**config.mk**
```make
export PLATFORM = sky130hd
export DESIGN_NAME = seq_normalizer
export DESIGN_NICKNAME = d
export VERILOG_FILES = /design/src/rtl/seq_normalizer.sv
export SDC_FILE = /design/constraint.sdc
export NUM_CORES = 1
export LEC_CHECK = 0
export CORE_UTILIZATION = 40
export CTS_CLUSTER_DIAMETER = 50
export CTS_CLUSTER_SIZE = 20
export DETAILED_ROUTE_END_ITERATION = 8
export HOLD_SLACK_MARGIN = 0.12
export PLACE_DENSITY = 0.75
export SLEW_MARGIN = 20
export SYNTH_ARGS = -nofsm -noshare
export SYNTH_HDL_FRONTEND = slang
export SYNTH_SLANG_ARGS = --single-unit
```
**constraint.sdc**
```tcl
create_clock -name clk -period 1.9 [get_ports clk]
set_input_delay 0.38 -clock clk [delete_from_list [all_inputs] [get_ports clk]]
set_output_delay 0.38 -clock clk [all_outputs]
set_load 0.02 [all_outputs]
```
**src/rtl/seq_normalizer.sv**
```systemverilog
// Iterative normalizer: shifts an operand one bit per clock toward the chosen end
// until that end bit is 1, then reports the normalized word and the shift count.
module seq_normalizer #(
    parameter int WIDTH = 8,
    parameter int AMT_W = 3
) (
    input  logic             clk,
    input  logic             reset,
    input  logic             start,
    input  logic [WIDTH-1:0] a,
    input  logic             choice,
    output logic             ready,
    output logic             done,
    output logic [WIDTH-1:0] y,
    output logic [AMT_W-1:0] amt,
    output logic             zero
);

    typedef enum logic [1:0] {
        IDLE,
        SHIFT,
        DONE
    } state_t;

    state_t           state, state_nx;
    logic [WIDTH-1:0] work, work_nx;
    logic             dir, dir_nx;
    logic [AMT_W-1:0] cnt, cnt_nx;
    logic [WIDTH-1:0] y_nx;
    logic [AMT_W-1:0] amt_nx;
    logic             zero_nx;
    logic             hit;

    assign hit   = dir ? work[0] : work[WIDTH-1];
    assign ready = (state == IDLE);
    assign done  = (state == DONE);

    always_ff @(posedge clk) begin
        if (reset) begin
            state <= IDLE;
            work  <= '0;
            dir   <= 1'b0;
            cnt   <= '0;
            y     <= '0;
            amt   <= '0;
            zero  <= 1'b0;
        end else begin
            state <= state_nx;
            work  <= work_nx;
            dir   <= dir_nx;
            cnt   <= cnt_nx;
            y     <= y_nx;
            amt   <= amt_nx;
            zero  <= zero_nx;
        end
    end

    always_comb begin
        state_nx = state;
        work_nx  = work;
        dir_nx   = dir;
        cnt_nx   = cnt;
        y_nx     = y;
        amt_nx   = amt;
        zero_nx  = zero;
        case (state)
            IDLE: begin
                if (start) begin
                    work_nx = a;
                    dir_nx  = choice;
                    cnt_nx  = '0;
                    // An all-zero operand never reaches a target bit, so it skips SHIFT.
                    if (a == '0) begin
                        state_nx = DONE;
                        y_nx     = '0;
                        amt_nx   = '0;
                        zero_nx  = 1'b1;
                    end else begin
                        state_nx = SHIFT;
                    end
                end
            end
            SHIFT: begin
                if (hit) begin
                    state_nx = DONE;
                    y_nx     = work;
                    amt_nx   = cnt;
                    zero_nx  = 1'b0;
                end else begin
                    // Nonzero operand reaches the target within WIDTH-1 shifts: cnt cannot wrap.
                    work_nx = dir ? (work >> 1) : (work << 1);
                    cnt_nx  = cnt + AMT_W'(1);
                end
            end
            DONE: begin
                state_nx = IDLE;
            end
            default: begin
                state_nx = IDLE;
            end
        endcase
    end

endmodule

```
==> run_results.csv, run 1 <==
group,metric,value,unit
clocking,clkTransAtPathRegs,0.13,ns
logic_synthesis,ys.flop_type,"dfxtp_1",
logic_synthesis,synth_top_area_share,0.3913,
drt,remaining_drc_errors,0,
drt,via_per_inst,5.294,
clocking,ctsLongestPathBuffers,2,
worst_hold_path,hold_class,"flop to flop",
power,power.switching,309.8,uW
logic_synthesis,yosysWarningCount,0,
floorplanning,chipWidth,59.67,um
timing,skew,0.009073,ns
flow_run,maxCapViolations,0,
timing,final_max_slew_viol_count,0,
setup_path,critical-path-max-stage-delay,0.57,ns
power,peakVddDrop,0.0003524,V
logic_synthesis,syn-num-nets,154,
timing,setup_violations,0,
drt,dr.pass1.iters,4,
global_route,grt_pass1_wl,5016,um
clocking,cts_tree,"done",
place,portBuffers,25,
floorplanning,row_count,20,
power,switching_share,0.2770,
logic_synthesis,synthCells,141,
timing,fmax,0.5454,GHz
layout,nets,188,
setup_path,crit_path_max_fanout,23,
status,status,"finished, final reports clean",
timing,tightestPinTransition,0.7583,ns
power,internal_power,808.8,uW
power,p_seq_frac,0.544,
floorplanning,io_pins,26,
setup_path,crit_path_start_kind,"input pin",
clocking,postCtsHoldBufs,0,
logic_synthesis,ys_async_sr_fraction,0,
timing,relSlewSlack,0.4926,
global_route,antenna_found_initial,0,
timing,rsz0062_at_grt,"false",
floorplanning,die_area,3560,um^2
clocking,root_buffer,"clkbuf_4",
logic_synthesis,synth.most_common_cell,"dfxtp_1",
logic_synthesis,synth_area_leaders,"dfxtp_1 39%, nand2_1 5.9%, o21ai_2 5.9%, nand3_1 4.1%, buf_6 3.4%",
logic_synthesis,synth_area,1330,um^2
layout,drive_above_1_share,0.2701,
setup_path,slowest_stage,"or4_4",
logic_synthesis,ys_ff_latch,26,
layout,area_delta_synth_final,29.44,%
power,power_leakage,0.6247,nW
global_route,overflow,0,
place,place_hpwl,2181,um
clocking,cts_inserted_buffers,3,
setup_path,crit_type,"input pin to flop",
setup_path,crit_chain,"clkdlybuf4s50_1 > or4_4 > o32ai_4 > buf_12 > nand3_1 > o21ai_2",
logic_synthesis,ys_types,39,
drt,postRouteAntennaNets,0,
timing,min_period,1.833,ns
logic_synthesis,synth_commonest_cells,"26 x dfxtp_1, 21 x nand2_1, 11 x nand3_1, 9 x o21ai_2",
timing,min_period_over_period,0.9650,
clocking,postCtsSetupRepairBufs,0,
logic_synthesis,synth-edff-count,0,
setup_path,arrival,2.08,ns
global_route,grt_max_degree,24,
clocking,clock_latency,0.31,ns
drt,drtIter0Drc,26,
floorplanning,start_util,0.4286,
clocking,numClockSinks,26,
drt,wirelength,2872,um
timing,hold_violations,0,
logic_synthesis,syn_avg_cell_area,9.433,um^2
logic_synthesis,synth_top_area_cell,"dfxtp_1",
global_route,grt_pass1_vias,1116,
place,routabilityCongestion,0.8690,
global_route,grt_use_total,0.1844,
floorplanning,core_area,3103,um^2
logic_synthesis,ys_seq_area_frac,0.3913,
setup_path,end_kind,"flop",
clocking,htreeDepth,1,
power,p_per_area,649.7,nW/um^2
power,clock_power_share,0.239,
power,combPwrFrac,0.217,
layout,final_util,0.5548,
layout,final_cell_area,1722,um^2
layout,antenna_cells,0,
place,postPlaceCellArea,1678,um^2
drt,wl_per_cell,13.17,um
floorplanning,fp.dieH,59.67,um
drt,num_vias,1154,
setup_path,cp_data_required_time,2.15,ns
## per-layer routing
metal,global-route usage,part of all wire,up-vias
li1,-,-,576
met4,0.02990,0.0052,0
met5,0,0,-
met1,0.2386,0.46,553
met3,0.03896,0.033,2
met2,0.3190,0.50,23
## power groups by stage
| stage | registers (mW) | clock network, mW | logic (mW) |
|---|---|---|---|
| 5_1_grt | 0.613 | 0.306 | 0.265 |
| 3_5_place_dp | 0.620 | 0 | 0.244 |
| 2_1_floorplan | 0.604 | 0 | 0.173 |
| 4_1_cts | 0.608 | 0.280 | 0.243 |
| 3_3_place_gp | 0.619 | 0 | 0.238 |
| 6_report | 0.609 | 0.267 | 0.243 |
## cells in the final DEF (no fill, tap or decap), drive strengths merged, types with 3 or more instances in the layout
cell / netlist / layout
a2111oi: 5 / 5
a21oi: 5 / 5
a31o: 4 / 4
buf: 7 / 15
clkbuf: 3 / 4
clkdlybuf4s50: 0 / 23
dfxtp: 26 / 26
mux2: 3 / 3
mux2i: 5 / 5
nand2: 21 / 21
nand3: 13 / 13
nor2: 5 / 5
nor3: 4 / 4
o211ai: 3 / 3
o21ai: 13 / 13
o31ai: 3 / 3
## logic make-up after synthesis
| group | Yosys count | share of synthesized area |
|---|---|---|
| AO/OA/AOI/OAI | 37 | 0.2267 |
| XOR/XNOR | 2 | 0.01317 |
| adder cells (fa/ha/maj) | 1 | 0.009406 |
| buffers and inverters | 13 | 0.06774 |
| flip-flops | 26 | 0.3913 |
| multiplexers | 8 | 0.08184 |
| AND/OR/NAND/NOR | 54 | 0.2098 |
## path summary, 6_finish.rpt
path / depth (start not counted) / slack, ns / from / endpoint
max: 6 / 0.07 / a[5] / y[6]
max reg2reg: 4 / 0.14 / state[0] / work[1]
min: 2 / 0.47 / y[0] / y[0]
min reg2reg: 2 / 0.47 / y[0] / y[0]
## worst max-delay path, delay by kind of cell
| kind | cells | cell delay (ns) |
|---|---|---|
| AO/OA/AOI/OAI | 2 | 0.39 |
| AND/OR/NAND/NOR | 2 | 0.67 |
| buffers and inverters | 2 | 0.63 |
## flip-flops by register name, summed over array words and instances (netlist names)
signal	flops
work	8
y	8
amt	3
cnt	3
state	2
dir	1
zero	1
## repair_timing
item,4_1_cts,5_1_grt
endpoints found under the setup margin,2,2
gates resized for setup,2,3
pin swaps,0,0
## final cells by class
cell class / instances / area (um^2)
sequential: 26 / 523.0
clock buffer: 4 / 36.28
tap: 44 / 55.05
fill: 312 / 1381
inverter: 2 / 7.507
multi-input combinational: 102 / 723.2
timing repair buffer: 40 / 376.6
## through the flow
| step | hold slack, ns | power [mW] | setup TNS [ns] | setup WS [ns] | instances |
|---|---|---|---|---|---|
| floorplan | 0.4490 | 0.7778 | 0 | 0.2358 | 141 |
| global placement | 0.4502 | 0.8565 | -2.669 | -0.2370 | 214 |
| detailed placement | 0.4507 | 0.8637 | -3.027 | -0.2726 | 214 |
| CTS | 0.4733 | 1.131 | 0 | 0.003337 | 218 |
| global route | 0.4913 | 1.184 | 0 | 0.01407 | 218 |
| finish | 0.4671 | 1.119 | 0 | 0.06659 | 218 |
No activity file was read; power rests on OpenSTA's default activity.
==> inputs of run 2 (changes only) <==
DONT_BUFFER_PORTS = 1   (was default)
PLACE_DENSITY = 0.65   (was 0.75)
==> run_results.csv, run 2 (synthesized netlist as in run 1, its figures left out) <==
group,metric,value,unit
status,status,"finished, final reports clean",
global_route,grt_pass1_vias,1023,
global_route,grt.met3_usage,0.04762,
layout,largestRegisters,"work: 8 flops, y: 8 flops",
layout,nets,156,
global_route,grt_use_total,0.1752,
floorplanning,die_area,3560,um^2
timing,fmax,0.5800,GHz
clocking,clock_latency,0.31,ns
timing,setup_violations,0,
global_route,top_usage_layer,"met2",
layout,drive_above_1_share,0.2411,
power,p_total,1.031,mW
power,power_leakage,0.4714,nW
setup_path,startpoint,"state[1]",
clocking,ctsLongestPathBuffers,2,
place,portBuffers,0,
layout,instances_no_fill,185,
setup_path,crit_type,"flop to flop",
clocking,cts_tree,"done",
drt,wirelength,2860,um
timing,min_period,1.724,ns
drt,drtIter0Drc,58,
timing,skew,0.006153,ns
timing,tightestPinTransition,0.7217,ns
place,dp.cells,180,
setup_path,cp_data_required_time,2.15,ns
setup_path,reg2regPathDepth,4,
flow_run,maxCapViolations,0,
floorplanning,row_count,20,
floorplanning,fp.dieH,59.67,um
setup_path,endpoint,"y[1]",
setup_path,regToRegEndpoint,"y[1]",
floorplanning,chipWidth,59.67,um
global_route,grt_pass1_wl,4636,um
global_route,grt_max_degree,24,
timing,relSlewSlack,0.5171,
global_route,grt_use_met2,0.3048,
drt,dr.pass1.iters,4,
layout,layout_common_cells,"26 x dfxtp_1, 21 x nand2_1, 11 x nand3_1",
global_route,overflow,0,
clocking,root_buffer,"clkbuf_4",
timing,min_period_over_period,0.9075,
drt,wl_per_cell,15.46,um
floorplanning,core_area,3103,um^2
drt,remaining_drc_errors,0,
layout,final_util,0.4520,
timing,final_max_slew_viol_count,0,
setup_path,r2r_setup_slack,0.18,ns
layout,area_delta_synth_final,5.457,%
drt,postRouteAntennaNets,0,
setup_path,end_kind,"flop",
timing,rsz0062_at_grt,"false",
clocking,cts_inserted_buffers,3,
global_route,antenna_found_initial,0,
clocking,postCtsSetupRepairBufs,0,
power,p_per_area,735.1,nW/um^2
place,postPlaceCellArea,1360,um^2
setup_path,crit_path_max_fanout,11,
timing,finalSetupTns,0,ns
drt,num_vias,1020,
drt,via_per_inst,5.514,
clocking,htreeDepth,1,
power,peakVddDrop,0.0002934,V
layout,final_cell_area,1403,um^2
timing,hold_violations,0,
place,routabilityCongestion,0.7878,
global_route,gr-usage-met1,0.2142,
clocking,numClockSinks,26,
place,place_hpwl,2041,um
floorplanning,io_pins,26,
setup_path,arrival,1.97,ns
setup_path,r2r_start,"state[1]",
clocking,clkTransAtPathRegs,0.13,ns
setup_path,crit_path_start_kind,"flop",
layout,final_common_cell,"dfxtp_1",
worst_hold_path,hold_class,"input pin to flop",
floorplanning,start_util,0.4286,
layout,antenna_cells,0,
-- run 2: changes by cell type in the layout (fill, tap and decap cells not counted), sizes merged --
cell           change
buf                -9
clkbuf             -1
dlygate4sd3        +2
dlymetal6s2s       -1
dlygate4sd2        -1
clkdlybuf4s50     -23
-- run 2: critical path, stage by stage (launching register included) --
cell	delay, ns
dfxtp_1	0.38
nand2b_1	0.34
nor2_1	0.64
nand3_1	0.20
o21ai_2	0.10
-- run 2: worst min-delay path by stage --
stage,startpoint,end,slack [ns],depth (start not counted)
floorplan,cnt[2],amt[2],0.45,2
global placement,reset,cnt[1],0.45,1
detailed placement,reset,cnt[1],0.45,1
CTS,reset,cnt[0],0.12,1
global route,reset,work[5],0.13,1
finish,reset,work[4],0.16,1
-- run 2: repair_timing --
| item | CTS | global route |
|---|---|---|
| setup endpoints to repair | 0 | 0 |
| resized for setup | 0 | 0 |
| hold endpoints to repair | 5 | 2 |
| hold buffers | 1 | 1 |
-- run 2: per-layer routing --
metal / up-vias / share of wire
met2: 12 / 0.49
met4: 0 / 0.0066
li1: 515 / -
met1: 491 / 0.47
met3: 2 / 0.028
met5: - / 0
-- run 2: final cells by class --
type	instances	area, um^2
Fill cell	319	1700
Sequential cell	26	520.5
Tap cell	44	55.05
Timing Repair Buffer	8	77.57
Inverter	2	7.507
Multi-Input combinational cell	102	719.4
Clock buffer	3	22.52
-- run 2: metrics by stage --
step,setup WS (ns),hold WS [ns]
2_1_floorplan,0.2358,0.4490
3_3_place_gp,0.1638,0.4530
3_5_place_dp,0.1366,0.4547
4_1_cts,0.2017,0.1236
5_1_grt,0.05732,0.1317
6_report,0.1758,0.1556
-- run 2: report_power, final --
part           switching [mW]  total [mW]  internal (mW)
logic                   0.115       0.201         0.0863
registers              0.0334       0.605          0.572
clock network           0.150       0.224         0.0741
